File: src/rtl/vga_timing_pkg.sv
// Shared VGA 640x480@60 timing constants, colour palette and playfield bounds.
// The pixel/game logic imports this package, so the raster geometry is defined in one place.
package vga_timing_pkg;

  // Default raster timing, in pixel clocks and lines.
  localparam int CLK_DIV     = 4;
  localparam int H_TOTAL     = 800;
  localparam int H_SYNC      = 96;
  localparam int H_ACT_START = 144;
  localparam int H_ACT_END   = 784;
  localparam int V_TOTAL     = 525;
  localparam int V_SYNC      = 2;
  localparam int V_ACT_START = 35;
  localparam int V_ACT_END   = 515;
  localparam int TICK_FRAMES = 1;

  // 12-bit {R,G,B} palette used by the pixel logic.
  localparam logic [11:0] BLACK        = 12'h000;
  localparam logic [11:0] WHITE        = 12'hFFF;
  localparam logic [11:0] RED          = 12'hF00;
  localparam logic [11:0] PINK         = 12'hF6B;
  localparam logic [11:0] BLUE         = 12'h00F;
  localparam logic [11:0] PURPLE       = 12'h80F;
  localparam logic [11:0] BRIGHT_GREEN = 12'h0F0;

  // Playfield bounds in raster coordinates, inside the visible window.
  localparam logic [9:0] LEFT_WALL_X  = 10'd160;
  localparam logic [9:0] RIGHT_WALL_X = 10'd767;
  localparam logic [9:0] CEILING_Y    = 10'd51;
  localparam logic [9:0] FLOOR_Y      = 10'd498;

  // Half-open interval test: lo <= v < hi.
  function automatic logic in_span(input logic [9:0] v,
                                   input logic [9:0] lo,
                                   input logic [9:0] hi);
    return (v >= lo) && (v < hi);
  endfunction

endpackage

File: src/rtl/pix_en_gen.sv
// Pixel-rate strobe generator: divides clk by CLK_DIV and raises pix_en
// for one clk on the last phase of each pixel period.
module pix_en_gen #(
  parameter int CLK_DIV = 4
) (
  input  logic clk,
  input  logic rst,
  output logic pix_en
);

  localparam int             DW       = (CLK_DIV > 1) ? $clog2(CLK_DIV) : 1;
  localparam logic [DW-1:0]  DIV_LAST = DW'(CLK_DIV - 1);

  logic [DW-1:0] div;

  // Free-running divider phase, wrapping at CLK_DIV-1.
  // NOTE: state registers use non-blocking assignment so every flop samples pre-edge values.
  always_ff @(posedge clk or posedge rst) begin
    if (rst)                  div <= '0;
    else if (div == DIV_LAST) div <= '0;
    else                      div <= div + 1'b1;
  end

  // Decoded from the register, so the strobe is glitch-free and lands on the final phase.
  assign pix_en = (div == DIV_LAST);

endmodule

File: src/rtl/vga_display_timer.sv
// VGA raster timer: pixel strobe, hCount/vCount raster bus, active-region flag,
// registered sync/colour pin drivers and frame/game update ticks.
module vga_display_timer #(
  parameter int CLK_DIV     = vga_timing_pkg::CLK_DIV,
  parameter int H_TOTAL     = vga_timing_pkg::H_TOTAL,
  parameter int H_SYNC      = vga_timing_pkg::H_SYNC,
  parameter int H_ACT_START = vga_timing_pkg::H_ACT_START,
  parameter int H_ACT_END   = vga_timing_pkg::H_ACT_END,
  parameter int V_TOTAL     = vga_timing_pkg::V_TOTAL,
  parameter int V_SYNC      = vga_timing_pkg::V_SYNC,
  parameter int V_ACT_START = vga_timing_pkg::V_ACT_START,
  parameter int V_ACT_END   = vga_timing_pkg::V_ACT_END,
  parameter int TICK_FRAMES = vga_timing_pkg::TICK_FRAMES
) (
  input  logic        clk,
  input  logic        rst,
  input  logic [11:0] rgb_in,
  output logic        pix_en,
  output logic [9:0]  hCount,
  output logic [9:0]  vCount,
  output logic        bright,
  output logic        frame_tick,
  output logic        game_tick,
  output logic        vga_hs,
  output logic        vga_vs,
  output logic [3:0]  vga_r,
  output logic [3:0]  vga_g,
  output logic [3:0]  vga_b
);

  import vga_timing_pkg::*;

  localparam logic [9:0] H_LAST     = 10'(H_TOTAL - 1);
  localparam logic [9:0] V_LAST     = 10'(V_TOTAL - 1);
  localparam logic [9:0] H_SYNC_W   = 10'(H_SYNC);
  localparam logic [9:0] V_SYNC_W   = 10'(V_SYNC);
  localparam logic [9:0] H_A_START  = 10'(H_ACT_START);
  localparam logic [9:0] H_A_END    = 10'(H_ACT_END);
  localparam logic [9:0] V_A_START  = 10'(V_ACT_START);
  localparam logic [9:0] V_A_END    = 10'(V_ACT_END);
  localparam logic [9:0] V_PRE_BLNK = 10'(V_ACT_END - 1);
  localparam logic [7:0] TICK_LAST  = 8'(TICK_FRAMES - 1);

  logic        line_end;
  logic        frame_edge;
  logic [7:0]  frame_cnt;
  logic [11:0] rgb_q;

  pix_en_gen #(.CLK_DIV(CLK_DIV)) u_pix_en_gen (
    .clk    (clk),
    .rst    (rst),
    .pix_en (pix_en)
  );

  assign line_end = (hCount == H_LAST);
  // True on the pixel edge that moves the raster onto (0, V_ACT_END): start of vertical blanking.
  assign frame_edge = pix_en && line_end && (vCount == V_PRE_BLNK);

  // Raster counters advance once per pixel; the line wrap carries into vCount.
  always_ff @(posedge clk or posedge rst) begin
    if (rst) begin
      hCount <= '0;
      vCount <= '0;
    end else if (pix_en) begin
      if (line_end) begin
        hCount <= '0;
        vCount <= (vCount == V_LAST) ? 10'd0 : vCount + 10'd1;
      end else begin
        hCount <= hCount + 10'd1;
      end
    end
  end

  assign bright = in_span(hCount, H_A_START, H_A_END) &&
                  in_span(vCount, V_A_START, V_A_END);

  // Pin stage: sync and colour for the same raster position are registered together.
  always_ff @(posedge clk or posedge rst) begin
    if (rst) begin
      vga_hs <= 1'b1;
      vga_vs <= 1'b1;
      rgb_q  <= BLACK;
    end else if (pix_en) begin
      vga_hs <= ~(hCount < H_SYNC_W);
      vga_vs <= ~(vCount < V_SYNC_W);
      rgb_q  <= bright ? rgb_in : BLACK;
    end
  end

  assign vga_r = rgb_q[11:8];
  assign vga_g = rgb_q[7:4];
  assign vga_b = rgb_q[3:0];

  // One-clk frame tick at blanking start, and a game tick on every TICK_FRAMES-th frame tick.
  always_ff @(posedge clk or posedge rst) begin
    if (rst) begin
      frame_tick <= 1'b0;
      game_tick  <= 1'b0;
      frame_cnt  <= '0;
    end else begin
      frame_tick <= frame_edge;
      game_tick  <= 1'b0;
      if (frame_edge) begin
        if (frame_cnt == TICK_LAST) begin
          frame_cnt <= '0;
          game_tick <= 1'b1;
        end else begin
          frame_cnt <= frame_cnt + 8'd1;
        end
      end
    end
  end

endmodule
File: config.mk
export PLATFORM = sky130hd
export DESIGN_NAME = vga_display_timer
export DESIGN_NICKNAME = d
export VERILOG_FILES = /design/src/rtl/vga_timing_pkg.sv /design/src/rtl/pix_en_gen.sv /design/src/rtl/vga_display_timer.sv
export SDC_FILE = /design/constraint.sdc
export NUM_CORES = 1
export LEC_CHECK = 0
export CELL_PAD_IN_SITES_DETAIL_PLACEMENT = 0
export CELL_PAD_IN_SITES_GLOBAL_PLACEMENT = 1
export CORE_MARGIN = 10
export CORE_UTILIZATION = 30
export CTS_BUF_LIST = sky130_fd_sc_hd__clkbuf_4 sky130_fd_sc_hd__clkbuf_8 sky130_fd_sc_hd__clkbuf_16
export DETAILED_ROUTE_END_ITERATION = 10
export PLACE_DENSITY = 0.69
export SLEW_MARGIN = 20
export SYNTH_ARGS = -nofsm -noshare
export SYNTH_HDL_FRONTEND = slang
export SYNTH_HIERARCHICAL = 1
export SYNTH_SLANG_ARGS = --single-unit
export TNS_END_PERCENT = 5
File: constraint.sdc
create_clock -name clk -period 2.8 [get_ports clk]
set_clock_uncertainty 0.1 [all_clocks]
set_input_delay 0.84 -clock clk [delete_from_list [all_inputs] [get_ports clk]]
set_output_delay 0.84 -clock clk [all_outputs]
set_load 0.05 [all_outputs]
; After elaboration in Yosys (flattened, before gate mapping)
; Cells that the tools add are included.
[word_totals]
register_bits = 46
latch_bits = 0
ram_bits = 0
romBits = 0
input_bits = 14
wordCells = 39
memories = 0
[classes]
n_addsub = 4
mul = 0
div = 0
order_cmp = 6
n_eq_ne = 4
n_shift = 0
mux = 7
bitwise_logic = 2
n_reduce_logical = 7
[op_table]
columns = op, count
row1 = $eq A10 B10 Y1 const B, 3
row2 = $add A10 B1 Y10 const B, 2
row3 = $lt A10 B10 Y1 const B, 2
row4 = $mux W10, 2
row5 = $mux W12, 1
row6 = $ge A10 B6 Y1 const B, 1
row7 = $ge A10 B8 Y1 const B, 1
row8 = $lt A10 B2 Y1 const B, 1
row9 = $lt A10 B7 Y1 const B, 1
row10 = $add A8 B1 Y8 const B, 1
row11 = $logic_not A8 Y1, 1
row12 = $mux W8, 1
row13 = $logic_and A1 B1 Y1, 5
row14 = $add A2 B1 Y2 const B, 1
row15 = $eq A2 B2 Y1 const B, 1
row16 = $mux W1, 2
row17 = $mux W2, 1
row18 = $not A1 Y1, 2
row19 = $reduce_and A2 Y1, 1

; Depth between registers and ports, before layout
[depth]
word_depth = 4
ltp_mapped = 7

; Modules after synthesis
; Netlist, hierarchy kept.
[by_module_without_submodules]
columns = module, instances, cells_per_inst, area_each_um2, seq_area_each_um2
row1 = vga_display_timer, 1, 218, 2244.7, 1103.6
row2 = pix_en_gen, 1, 5, 70.1, 50.0

; Worst setup path before layout
; Ideal clock, no wire load.
[synth_path]
kind = reg-to-output
startpoint = reg vCount[1]
endpoint = out bright
t_arrival_ns = 1.899
path_slack_ns = -0.039
path_stages_with_launch = 6
n_path_buf = 1
cell_sequence = dfrtp_1 -> ha_1 -> o41ai_1 -> a21o_1 -> a21oi_1 -> buf_2
[synth_via]
elab_chain_cells = 3
word_cells_on_any_way = 4
[synth_lines]
columns = item, line_no
row1 = "start, declared", vga_display_timer.sv:20  ; output logic [9:0] vCount,
row2 = "start signal, assigned", vga_display_timer.sv:67  ; vCount <= (vCount == V_LAST) ? 10'd0 : vCount + 10'd1;
row3 = $ge A10 B6 Y1 or $lt A10 B10 Y1 (tied branches), vga_timing_pkg.sv:36  ; return (v >= lo) && (v < hi);
row4 = $logic_and A1 B1 Y1 (*), vga_timing_pkg.sv:36
row5 = $logic_and A1 B1 Y1 (*), vga_display_timer.sv:74  ; assign bright = in_span(hCount, H_A_START, H_A_END) &&
row6 = "end, declared", vga_display_timer.sv:21  ; output logic bright,
; Every way passes the cells marked *; elsewhere a longest branch is shown, timed or not.

; Worst setup path in the final report
[layout_path]
startpoint = reg vCount[0]
endpoint = out bright
; Same word-level chain as after synthesis.

==> impl_metrics.csv <==
group,metric,value,unit
synthesis,synth.most_common_cell,"dfrtp_1",
routing,wl_per_cell,15.2,µm
global_route,antenna_found_initial,0,
sta,drv_slew,0,
synthesis,async_flop_share,1.00,
global_route,grt_pass1_wl,9690,µm
clocking,cts_buffer_depth,2,
synthesis,synthTopCellsByArea,"dfrtp_1 (48%), a31o_2 (4.9%), ha_1 (4.3%), xnor2_1 (3.0%), xor2_1 (3.0%)",
critical_path,critical_path_arrival,1.73,ns
critical_path,worst-path-max-fanout,8,
critical_path,slowest_delay,0.46,ns
cells_and_area,final_net_count,299,
clocking,hold_buffers,0,
global_route,grt_usage,0.103,
global_route,grt_max_degree,23,
synthesis,ys_seq_elements,46,
critical_path,crit_type,"reg2out",
routing,vias,1840,
critical_path,required,1.86,ns
synthesis,synth_top_family_by_area,"simple AND/OR/NAND/NOR gates",
cells_and_area,syn_to_final_growth,35.5,%
critical_path,critPathSlowestCell,"dfrtp_2",
outcome,status,"complete, no violations",
power_and_ir_drop,total_power,1.31,mW
sta,setup_viol,0,
job,maxCapViolations,0,
synthesis,syn_inst,223,
sta,max_freq,375,MHz
die,num_rows,31,
global_route,grt_pass1_vias,1848,
cells_and_area,drive_above_1_share,0.158,
sta,worst_pin_slew,0.649,ns
critical_path,path_cells,"ha_2 -> o41ai_1 -> a21o_1 -> a21oi_4 -> buf_12",
die,core_area,0.00737,mm²
synthesis,synth_area,0.00231,mm²
clocking,cts_tree,"done",
sta,rsz0062_at_grt,"false",
cells_and_area,finish.utilization,0.425,
sta,layout_min_cycle_time,2.67,ns
sta,period_share,0.953,
place,hpwl,4230,µm
synthesis,synth_compound_area_frac,0.108,
synthesis,syn_avg_cell_area,10.4,µm²
die,die_width,108,µm
place,dpl-instance-area,0.00298,mm²
routing,drt-initial-drc-count,88,
critical_path,critPathTopFamily,"compound AO/OA/AOI/OAI gates",
synthesis,synth.top_cells.by_count,"dfrtp_1 (44), inv_1 (14), a31o_2 (13), nand2_1 (13), nor2_1 (13)",
hold_path,hold_path_class,"reg2reg",
synthesis,synth_edf_count,0,
synthesis,yosysTopAreaCell,"dfrtp_1",
routing,drc,0,
synthesis,synth_cell_type_count,45,
clocking,clk_pin_slew,0.10,ns
die,design.die.area,0.0116,mm²
synthesis,synth_top_cell_area_share,0.476,
synthesis,synth-simple-area-share,0.228,
sta,holdWs,0.332,ns
routing,ant_nets,0,
synthesis,synth_mux_area_frac,0.0135,
sta,hold_viol_final,0,
power_and_ir_drop,p_leak,1.34,nW
clocking,cts_root_buffer,"clkbuf_8",
critical_path,end_kind,"output pin",
routing,via_per_inst,4.88,
synthesis,synth_xor_area_frac,0.0605,
cells_and_area,fin_area,0.00314,mm²
sta,finalSetupTns,0,ns
place,place.gp.congestion,0.760,
clocking,clkLatencyLatePin,0.31,ns
clocking,clock-sinks,46,
synthesis,ys_seq_area_frac,0.498,
synthesis,dominantRegCellSynth,"dfrtp_1",
power_and_ir_drop,peakVddDrop,253,µV
die,die_y,108,µm
power_and_ir_drop,powerDensity,416,mW/mm²
place,io_buffers,51,
routing,drtPass1Iterations,4,
die,start_util,0.314,
clocking,cts_made_buffers,5,
critical_path,setup.worst_path.start_class,"register",
cells_and_area,nFillCells,731,
routing,wl,5740,µm
synthesis,yosysWarnings,6,
cells_and_area,n_antenna_cell,0,
synthesis,syn-num-nets,245,
sta,slew_headroom,0.564,
clocking,cts_max_level,2,
global_route,overflow,0,
synthesis,synth-adder-area-share,0.0432,
die,boundaryPins,52,
critical_path,crit_buf_inv,1,
[registers in the layout (all words and copies together) (netlist names)]
name,flops
frame_cnt,8
u_pix_en_gen/div,2
vga_vs,1
game_tick,1
frame_tick,1
hCount,10
rgb_q,12
vCount,10
vga_hs,1
[cell type report]
cell class | count | area [µm²] | area share
timing repair buffer | 58 | 596 | 0.190
clock buffer | 5 | 68.8 | 0.0219
clock inverter | 3 | 68.8 | 0.0219
tap | 99 | 124 | 0.0395
multi-input combinational | 152 | 1070 | 0.341
sequential | 46 | 1160 | 0.369
inverter | 14 | 52.6 | 0.0168
[what timing repair did]
action / CTS / global route
gates resized for setup: 1 / 3
setup endpoints to repair: 1 / 1
buffers inserted: 0 / 0
pin swaps: 0 / 1
[worst paths after layout]
| check | start | endpoint | slack (ns) | depth (start not counted) |
|---|---|---|---|---|
| max in group asynchronous | rst | vga_vs | 1.32 | 3 |
| worst max register to register | hCount[0] | frame_cnt[2] | 0.62 | 5 |
| min in group asynchronous | rst | u_pix_en_gen/div[1] | 0.62 | 2 |
| worst max-delay path | vCount[0] | bright | 0.13 | 5 |
| worst min register to register | u_pix_en_gen/div[0] | u_pix_en_gen/div[0] | 0.33 | 1 |
| worst min-delay path | u_pix_en_gen/div[0] | u_pix_en_gen/div[0] | 0.33 | 1 |
[cells by family (layout without fill, tap and decap cells)]
logic type | count (synthesis) | count (layout)
buffers and inverters | 25 | 80
flip-flops | 46 | 46
AO/OA/AOI/OAI | 35 | 35
XOR/XNOR | 16 | 16
AND/OR/NAND/NOR | 90 | 90
adder cells (fa/ha/maj) | 8 | 8
multiplexers | 3 | 3
[report_power, final]
part           leakage (nW)  total [mW]  switching [mW]  internal [mW]
Combinational         0.650      0.0364          0.0167         0.0197
Sequential            0.618       0.664               0          0.664
Clock                0.0683       0.605           0.247          0.358
[layer usage]
layer | wire, µm | share of wire | track usage | up-vias
met5 | 0 | 0 | 0 | -
li1 | - | - | - | 899
met2 | 2500 | 0.44 | 0.157 | 41
met1 | 2710 | 0.47 | 0.130 | 892
met4 | 82 | 0.014 | 0.0344 | 0
met3 | 446 | 0.078 | 0.0383 | 8
[stage by stage]
stage                     setup slack, ns  cells
after floorplan                     0.109    223
after global placement              0.297    369
after detailed placement            0.284    369
after CTS                          0.0492    377
after global routing               0.0537    377
final                               0.131    377
[cells in the final DEF (no fill, tap or decap), types with 2 or more instances in the layout]
| master | instances |
|---|---|
| or2_2 | 2 |
| a21oi_1 | 2 |
| mux2i_1 | 2 |
| ha_1 | 7 |
| dfrtp_2 | 2 |
| nand3_1 | 11 |
| bufinv_16 | 2 |
| o31ai_1 | 2 |
| xnor2_1 | 8 |
| a31o_2 | 13 |
| nor2_1 | 13 |
| dfstp_2 | 2 |
| clkbuf_8 | 5 |
| dfrtp_1 | 42 |
| or4b_1 | 2 |
| buf_12 | 3 |
| o21ai_0 | 11 |
| and4_1 | 3 |
| nor4_1 | 3 |
| clkdlybuf4s50_1 | 49 |
| inv_1 | 13 |
| and2b_1 | 2 |
| buf_4 | 6 |
| xor2_1 | 8 |
| nand2_1 | 13 |
| nor3_2 | 3 |
| nand4_1 | 9 |
| nor2b_1 | 10 |
| nor3_1 | 8 |
Power figures use the tool's default switching activity.
